===== src/rtl/decade_chain_controller_pkg.sv =====
// rtl/decade_chain_controller_pkg.sv - shared state encoding and BCD helpers for the decade chain controller
package decade_chain_controller_pkg;

    typedef enum logic [2:0] {
        ST_IDLE  = 3'd0,
        ST_CLEAR = 3'd1,
        ST_RUN   = 3'd2,
        ST_HOLD  = 3'd3,
        ST_DONE  = 3'd4
    } chain_state_t;

    localparam logic [3:0] BCD_NINE = 4'd9;

    function automatic logic bcd_digit_valid(input logic [3:0] nibble);
        return nibble <= BCD_NINE;
    endfunction

endpackage


===== src/rtl/decade_chain_controller_if.sv =====
// rtl/decade_chain_controller_if.sv - control and cell-chain signals of the decade chain controller
interface decade_chain_controller_if #(
    parameter int NUM_DIGITS     = 2,
    parameter int PRESCALE_WIDTH = 8
);
    logic                        start;
    logic                        stop;
    logic [PRESCALE_WIDTH-1:0]   prescale_value;
    logic [4*NUM_DIGITS-1:0]     target_bcd;
    logic [4*NUM_DIGITS-1:0]     digit_values;
    logic [NUM_DIGITS-1:0]       digit_enable;
    logic [NUM_DIGITS-1:0]       digit_reset;
    logic                        busy;
    logic                        done;

    // master: surrounding control logic plus the cell chain; slave: the controller
    modport master (
        output start, stop, prescale_value, target_bcd, digit_values,
        input  digit_enable, digit_reset, busy, done
    );

    modport slave (
        input  start, stop, prescale_value, target_bcd, digit_values,
        output digit_enable, digit_reset, busy, done
    );
endinterface


===== src/rtl/decade_chain_controller_carry.sv =====
// rtl/decade_chain_controller_carry.sv - BCD ripple-carry decode for a chain of non-wrapping decade cells
module decade_carry_logic
    import decade_chain_controller_pkg::*;
#(
    parameter int NUM_DIGITS = 2
) (
    input  logic                    tick,
    input  logic [4*NUM_DIGITS-1:0] digit_values,
    output logic [NUM_DIGITS-1:0]   digit_enable,
    output logic [NUM_DIGITS-1:0]   digit_reset
);

    // The cells count past 9, so a carried-into nine is cleared instead of incremented.
    always_comb begin : carry_chain
        logic carry;
        carry        = tick;
        digit_enable = '0;
        digit_reset  = '0;
        for (int i = 0; i < NUM_DIGITS; i++) begin
            if (carry) begin
                if (digit_values[4*i +: 4] == BCD_NINE) begin
                    digit_reset[i] = 1'b1;
                end else begin
                    digit_enable[i] = 1'b1;
                end
            end
            carry = carry && (digit_values[4*i +: 4] == BCD_NINE);
        end
    end

endmodule


===== src/rtl/decade_chain_controller.sv =====
// rtl/decade_chain_controller.sv - clears, prescales and steps a BCD decade cell chain up to a target value
module decade_chain_controller
    import decade_chain_controller_pkg::*;
#(
    parameter int NUM_DIGITS     = 2,
    parameter int PRESCALE_WIDTH = 8
) (
    input  logic                     control_clock,
    input  logic                     control_counter_reset,
    decade_chain_controller_if.slave bus
);

    chain_state_t              state;
    logic [PRESCALE_WIDTH-1:0] prescaler;
    logic [PRESCALE_WIDTH-1:0] prescale_latched;
    logic [4*NUM_DIGITS-1:0]   target_latched;
    logic                      busy_r;
    logic                      done_r;

    logic                      target_valid;
    logic                      target_match;
    logic                      tick;
    logic                      count_tick;
    logic [NUM_DIGITS-1:0]     carry_enable;
    logic [NUM_DIGITS-1:0]     carry_reset;

    // A target holding a non-BCD nibble can never be reached, even by a faulty cell.
    always_comb begin
        target_valid = 1'b1;
        for (int i = 0; i < NUM_DIGITS; i++) begin
            target_valid = target_valid && bcd_digit_valid(target_latched[4*i +: 4]);
        end
    end

    assign target_match = target_valid && (bus.digit_values == target_latched);
    assign tick         = (prescaler == prescale_latched);
    assign count_tick   = (state == ST_RUN) && !bus.stop && !target_match
                          && !control_counter_reset && tick;

    decade_carry_logic #(
        .NUM_DIGITS (NUM_DIGITS)
    ) u_carry (
        .tick         (count_tick),
        .digit_values (bus.digit_values),
        .digit_enable (carry_enable),
        .digit_reset  (carry_reset)
    );

    assign bus.digit_enable = carry_enable;
    assign bus.digit_reset  = (control_counter_reset || state == ST_CLEAR) ? '1 : carry_reset;
    assign bus.busy         = busy_r;
    assign bus.done         = done_r;

    always_ff @(negedge control_clock) begin
        if (control_counter_reset) begin
            state            <= ST_IDLE;
            prescaler        <= '0;
            prescale_latched <= '0;
            target_latched   <= '0;
            busy_r           <= 1'b0;
            done_r           <= 1'b0;
        end else begin
            done_r <= 1'b0;
            case (state)
                ST_IDLE: begin
                    if (bus.start && !bus.stop) begin
                        state            <= ST_CLEAR;
                        prescale_latched <= bus.prescale_value;
                        target_latched   <= bus.target_bcd;
                        prescaler        <= '0;
                        busy_r           <= 1'b1;
                    end
                end
                ST_CLEAR: begin
                    state <= ST_RUN;
                end
                ST_RUN: begin
                    if (bus.stop) begin
                        state <= ST_HOLD;
                    end else if (target_match) begin
                        state  <= ST_DONE;
                        busy_r <= 1'b0;
                        done_r <= 1'b1;
                    end else if (tick) begin
                        prescaler <= '0;
                    end else begin
                        prescaler <= prescaler + 1'b1;
                    end
                end
                ST_HOLD: begin
                    // Prescaler is untouched here so a resume keeps the tick phase.
                    if (bus.stop) begin
                        state  <= ST_IDLE;
                        busy_r <= 1'b0;
                    end else if (bus.start) begin
                        state <= ST_RUN;
                    end
                end
                ST_DONE: begin
                    state <= ST_IDLE;
                end
                default: begin
                    state  <= ST_IDLE;
                    busy_r <= 1'b0;
                end
            endcase
        end
    end

endmodule

===== src/flat_wrapper.sv =====
// flat-port wrapper written by rule: the top's interface ports become plain ports
module decade_chain_controller_flat import decade_chain_controller_pkg::*;
#(
    parameter int NUM_DIGITS     = 2,
    parameter int PRESCALE_WIDTH = 8
)
  (control_clock, control_counter_reset, bus_start, bus_stop, bus_prescale_value, bus_target_bcd, bus_digit_values, bus_digit_enable, bus_digit_reset, bus_busy, bus_done);
  decade_chain_controller_if #(.NUM_DIGITS(NUM_DIGITS), .PRESCALE_WIDTH(PRESCALE_WIDTH)) bus_i ();
  input  logic control_clock;
  input  logic control_counter_reset;
  input wire logic [$bits(bus_i.start)-1:0] bus_start;
  input wire logic [$bits(bus_i.stop)-1:0] bus_stop;
  input wire logic [$bits(bus_i.prescale_value)-1:0] bus_prescale_value;
  input wire logic [$bits(bus_i.target_bcd)-1:0] bus_target_bcd;
  input wire logic [$bits(bus_i.digit_values)-1:0] bus_digit_values;
  output wire logic [$bits(bus_i.digit_enable)-1:0] bus_digit_enable;
  output wire logic [$bits(bus_i.digit_reset)-1:0] bus_digit_reset;
  output wire logic [$bits(bus_i.busy)-1:0] bus_busy;
  output wire logic [$bits(bus_i.done)-1:0] bus_done;
  assign bus_i.start = bus_start;
  assign bus_i.stop = bus_stop;
  assign bus_i.prescale_value = bus_prescale_value;
  assign bus_i.target_bcd = bus_target_bcd;
  assign bus_i.digit_values = bus_digit_values;
  assign bus_digit_enable = bus_i.digit_enable;
  assign bus_digit_reset = bus_i.digit_reset;
  assign bus_busy = bus_i.busy;
  assign bus_done = bus_i.done;
  decade_chain_controller #(.NUM_DIGITS(NUM_DIGITS), .PRESCALE_WIDTH(PRESCALE_WIDTH)) u_core (.control_clock(control_clock), .control_counter_reset(control_counter_reset), .bus(bus_i));
endmodule

===== config.mk =====
export PLATFORM = sky130hd
export DESIGN_NAME = decade_chain_controller_flat
export DESIGN_NICKNAME = d
export VERILOG_FILES = /design/src/rtl/decade_chain_controller_pkg.sv /design/src/rtl/decade_chain_controller_if.sv /design/src/rtl/decade_chain_controller_carry.sv /design/src/rtl/decade_chain_controller.sv /design/src/flat_wrapper.sv
export SDC_FILE = /design/constraint.sdc
export NUM_CORES = 1
export LEC_CHECK = 0
export CORE_MARGIN = 2
export CORE_UTILIZATION = 30
export DETAILED_ROUTE_END_ITERATION = 10
export PLACE_DENSITY = 0.6
export SLEW_MARGIN = 20
export SYNTH_ARGS = -nofsm -noshare
export SYNTH_HDL_FRONTEND = slang
export SYNTH_SLANG_ARGS = --single-unit

===== constraint.sdc =====
create_clock -name control_clock -period 1.97 [get_ports control_clock]
set_input_delay 0.197 -clock control_clock [delete_from_list [all_inputs] [get_ports control_clock]]
set_output_delay 0.197 -clock control_clock [all_outputs]
set_load 0.05 [all_outputs]

==> results.json <==
{
  "yosysSeqAreaShare_pct": 39.0,
  "mostFrequentLayoutCells": "nand2_1 (38), inv_1 (30), buf_4 (29)",
  "drt_first_pass_iters": 4,
  "num_vias": 1709,
  "grt_start_max_net_pins": 29,
  "ant_nets": 0,
  "place_inst": 310,
  "drive_gt1_share_pct": 33.4,
  "synth.distinct_cells": 34,
  "max_stage_delay_ns": 0.44,
  "cp.buffers_inverters": 1,
  "crit_type": "reg2out",
  "start_util_pct": 31.3,
  "fp-row-count": 25,
  "drt_wl_total_microns": 4300,
  "grt.total_usage_pct": 16.3,
  "cts_buffers": 5,
  "maxCapViolCount": 0,
  "synth-seq-cells": 29,
  "grt_pass1_vias": 1697,
  "slew_viol_final": 0,
  "via_per_inst": 4.83,
  "fin_skew_ns": 0.0156,
  "stdcell_count": 354,
  "clockRootBuffer": "clkbuf_8",
  "synth.cell_area_sq_um": 1490,
  "crit_required_ns": 1.77,
  "arrival_ns": 2.92,
  "tightest_slew_ns": 0.632,
  "grt_pass1_wl_microns": 6960,
  "post-dp-hpwl_microns": 2860,
  "outcome": "complete, but fails checks",
  "fp.dieArea_sq_um": 5540,
  "io_buffers": 33,
  "synth_nets": 217,
  "final_common_cell": "nand2_1",
  "min_path_type": "reg2reg",
  "overflow": 0,
  "synthCells": 188,
  "io_pins": 34,
  "drc": 0,
  "fillCellCount": 458,
  "synth_edf_count": 0,
  "insertion_delay_ns": 0.36,
  "finalCoreUtilization_pct": 55.4,
  "clkTransAtPathRegs_ns": 0.03,
  "crit_path_start_kind": "flop",
  "path_cells": "nand2b_4 -> or4_4 -> nor3b_4 -> nand2_2 -> o21ai_4 -> buf_12",
  "hold_violations": 0,
  "vdd_ir_drop_max_v": 0.000433,
  "ys_warn_count": 0,
  "slowest_stage": "or4_4",
  "finalWorstSetupSlack_ns": -1.15,
  "syn_area_per_cell_sq_um": 7.91,
  "fp.coreArea_sq_um": 4750,
  "wl_per_cell_microns": 12.1,
  "cts_sinks": 29,
  "path_delay_family": "simple AND/OR/NAND/NOR gates",
  "setup_viol": 18,
  "clockBufferDepth": 2,
  "path_max_fanout": 3,
  "rsz0062_at_grt": "true",
  "multi_input_area_sq_um": 1050,
  "end_kind": "output pin",
  "p_leak_nw": 1.10,
  "synthFlopType": "dfxtp_1",
  "setup_tns_ns": -10.59,
  "die_w_microns": 74.4,
  "synth-async-reset-ratio_pct": 0,
  "htreeDepth": 2,
  "nets": 315,
  "power_density_nw_per_um2": 659,
  "register_area_sq_um": 596,
  "place_congestion": 0.812,
  "slew_headroom_pct": 57.4,
  "antennaDiodeCount": 0,
  "syn_to_final_growth_pct": 77.0,
  "cts_tree": "built",
  "antenna_found_initial": 0,
  "failed_checks": "setup timing",
  "drt_iter0_drc": 55,
  "die_height_microns": 74.4
}
report_power, final:
group	internal [W]	leakage [nW]	switching, W
Sequential	0.000614	0.240	0.0000198
Clock	0.000326	0.199	0.000419
Combinational	0.000192	0.662	0.000164
metal layers:
metal  part of all wire [%]  wire, microns  vias up  global-route usage (%)
met1                     48           2070      807                    20.5
met3                    4.8            207        2                    8.27
met5                      0              0        -                       0
met4                   0.68             29        0                    5.95
li1                       -              -      861                       -
met2                     46           1990       39                    24.1
stage by stage:
stage               setup WS (ns)  power (W)  cell area [sq um]  hold WS [ns]
floorplan                  -0.930   0.000886               1550         0.436
global placement            -1.16    0.00104               2210         0.446
detailed placement          -1.20    0.00104               2210         0.461
CTS                         -1.14    0.00172               2490         0.465
global route                -1.21    0.00186               2630         0.488
finish                      -1.15    0.00173               2630         0.462
registers in the layout, summed over array words and instances (netlist names):
register / count
u_core.prescale_latched: 8
u_core.prescaler: 8
u_core.target_latched: 8
u_core.state: 3
u_core.bus.busy: 1
u_core.bus.done: 1
logic make-up (layout without fill, tap and decap cells):
logic type	Yosys count	in the layout	synth area share, %
AOI/OAI and AO/OA	44	44	18.5
adders and majority gates	1	1	0.841
DFF	29	29	39.0
xor gates and xnor gates	14	14	8.24
buffers and inverters	10	109	2.61
and+or+nand+nor	90	90	30.8
final timing paths:
path | from | end | slack [ns] | depth (start not counted)
setup / recovery | u_core.state[0]$_SDFFE_NP0P_ | bus_digit_reset[1] | -1.15 | 6
hold / removal | u_core.prescale_latched[4]$_SDFFE_NP0P_ | u_core.prescale_latched[4]$_SDFFE_NP0P_ | 0.46 | 2
setup reg to reg | u_core.target_latched[2]$_SDFFE_NP0P_ | u_core.prescaler[6]$_SDFFE_NP0P_ | -0.07 | 8
hold reg to reg | u_core.prescale_latched[4]$_SDFFE_NP0P_ | u_core.prescale_latched[4]$_SDFFE_NP0P_ | 0.46 | 2
layout make-up:
| cell class | count | area share (%) |
|---|---|---|
| clock inverters | 32 | 4.90 |
| well taps | 67 | 3.18 |
| inverters | 1 | 0.143 |
| multi-input cells | 149 | 40.1 |
| repair buffers | 71 | 26.5 |
| clock buffers | 5 | 2.61 |
| flip-flops and latches | 29 | 22.6 |
what timing repair did:
item / in CTS / in global routing
setup buffers: 5 / 3
hold buffers: 0 / 0
gates resized for setup: 29 / 39
endpoints found under the setup margin: 35 / 23
pin swaps: 9 / 15
Yosys cell counts (all sizes together), types with 2 or more instances:
cell / n / area share (%)
nor4bb: 2 / 1.3
o2bb2ai: 3 / 1.8
nor3b: 2 / 1.0
inv: 2 / 0.50
o22ai: 4 / 2.1
a21oi: 25 / 8.4
or2: 2 / 0.84
dfxtp: 29 / 39
nand2: 41 / 10
or3: 2 / 0.84
xor2: 3 / 1.8
a211oi: 3 / 1.5
clkbuf: 7 / 1.8
nand2b: 5 / 2.1
o21ai: 5 / 1.7
or4: 2 / 1.0
nor2: 10 / 2.5
nand4: 2 / 0.84
nor4: 4 / 1.7
nor2b: 4 / 1.7
nand3: 4 / 1.3
and3: 6 / 2.5
xnor2: 11 / 6.5
tightest hold or removal path: stages (launching register included):
cell and delay (ns):
dfxtp_1 0.31, nand2_1 0.05, a21oi_1 0.05
Note: power is estimated with default switching activity, not from simulation.
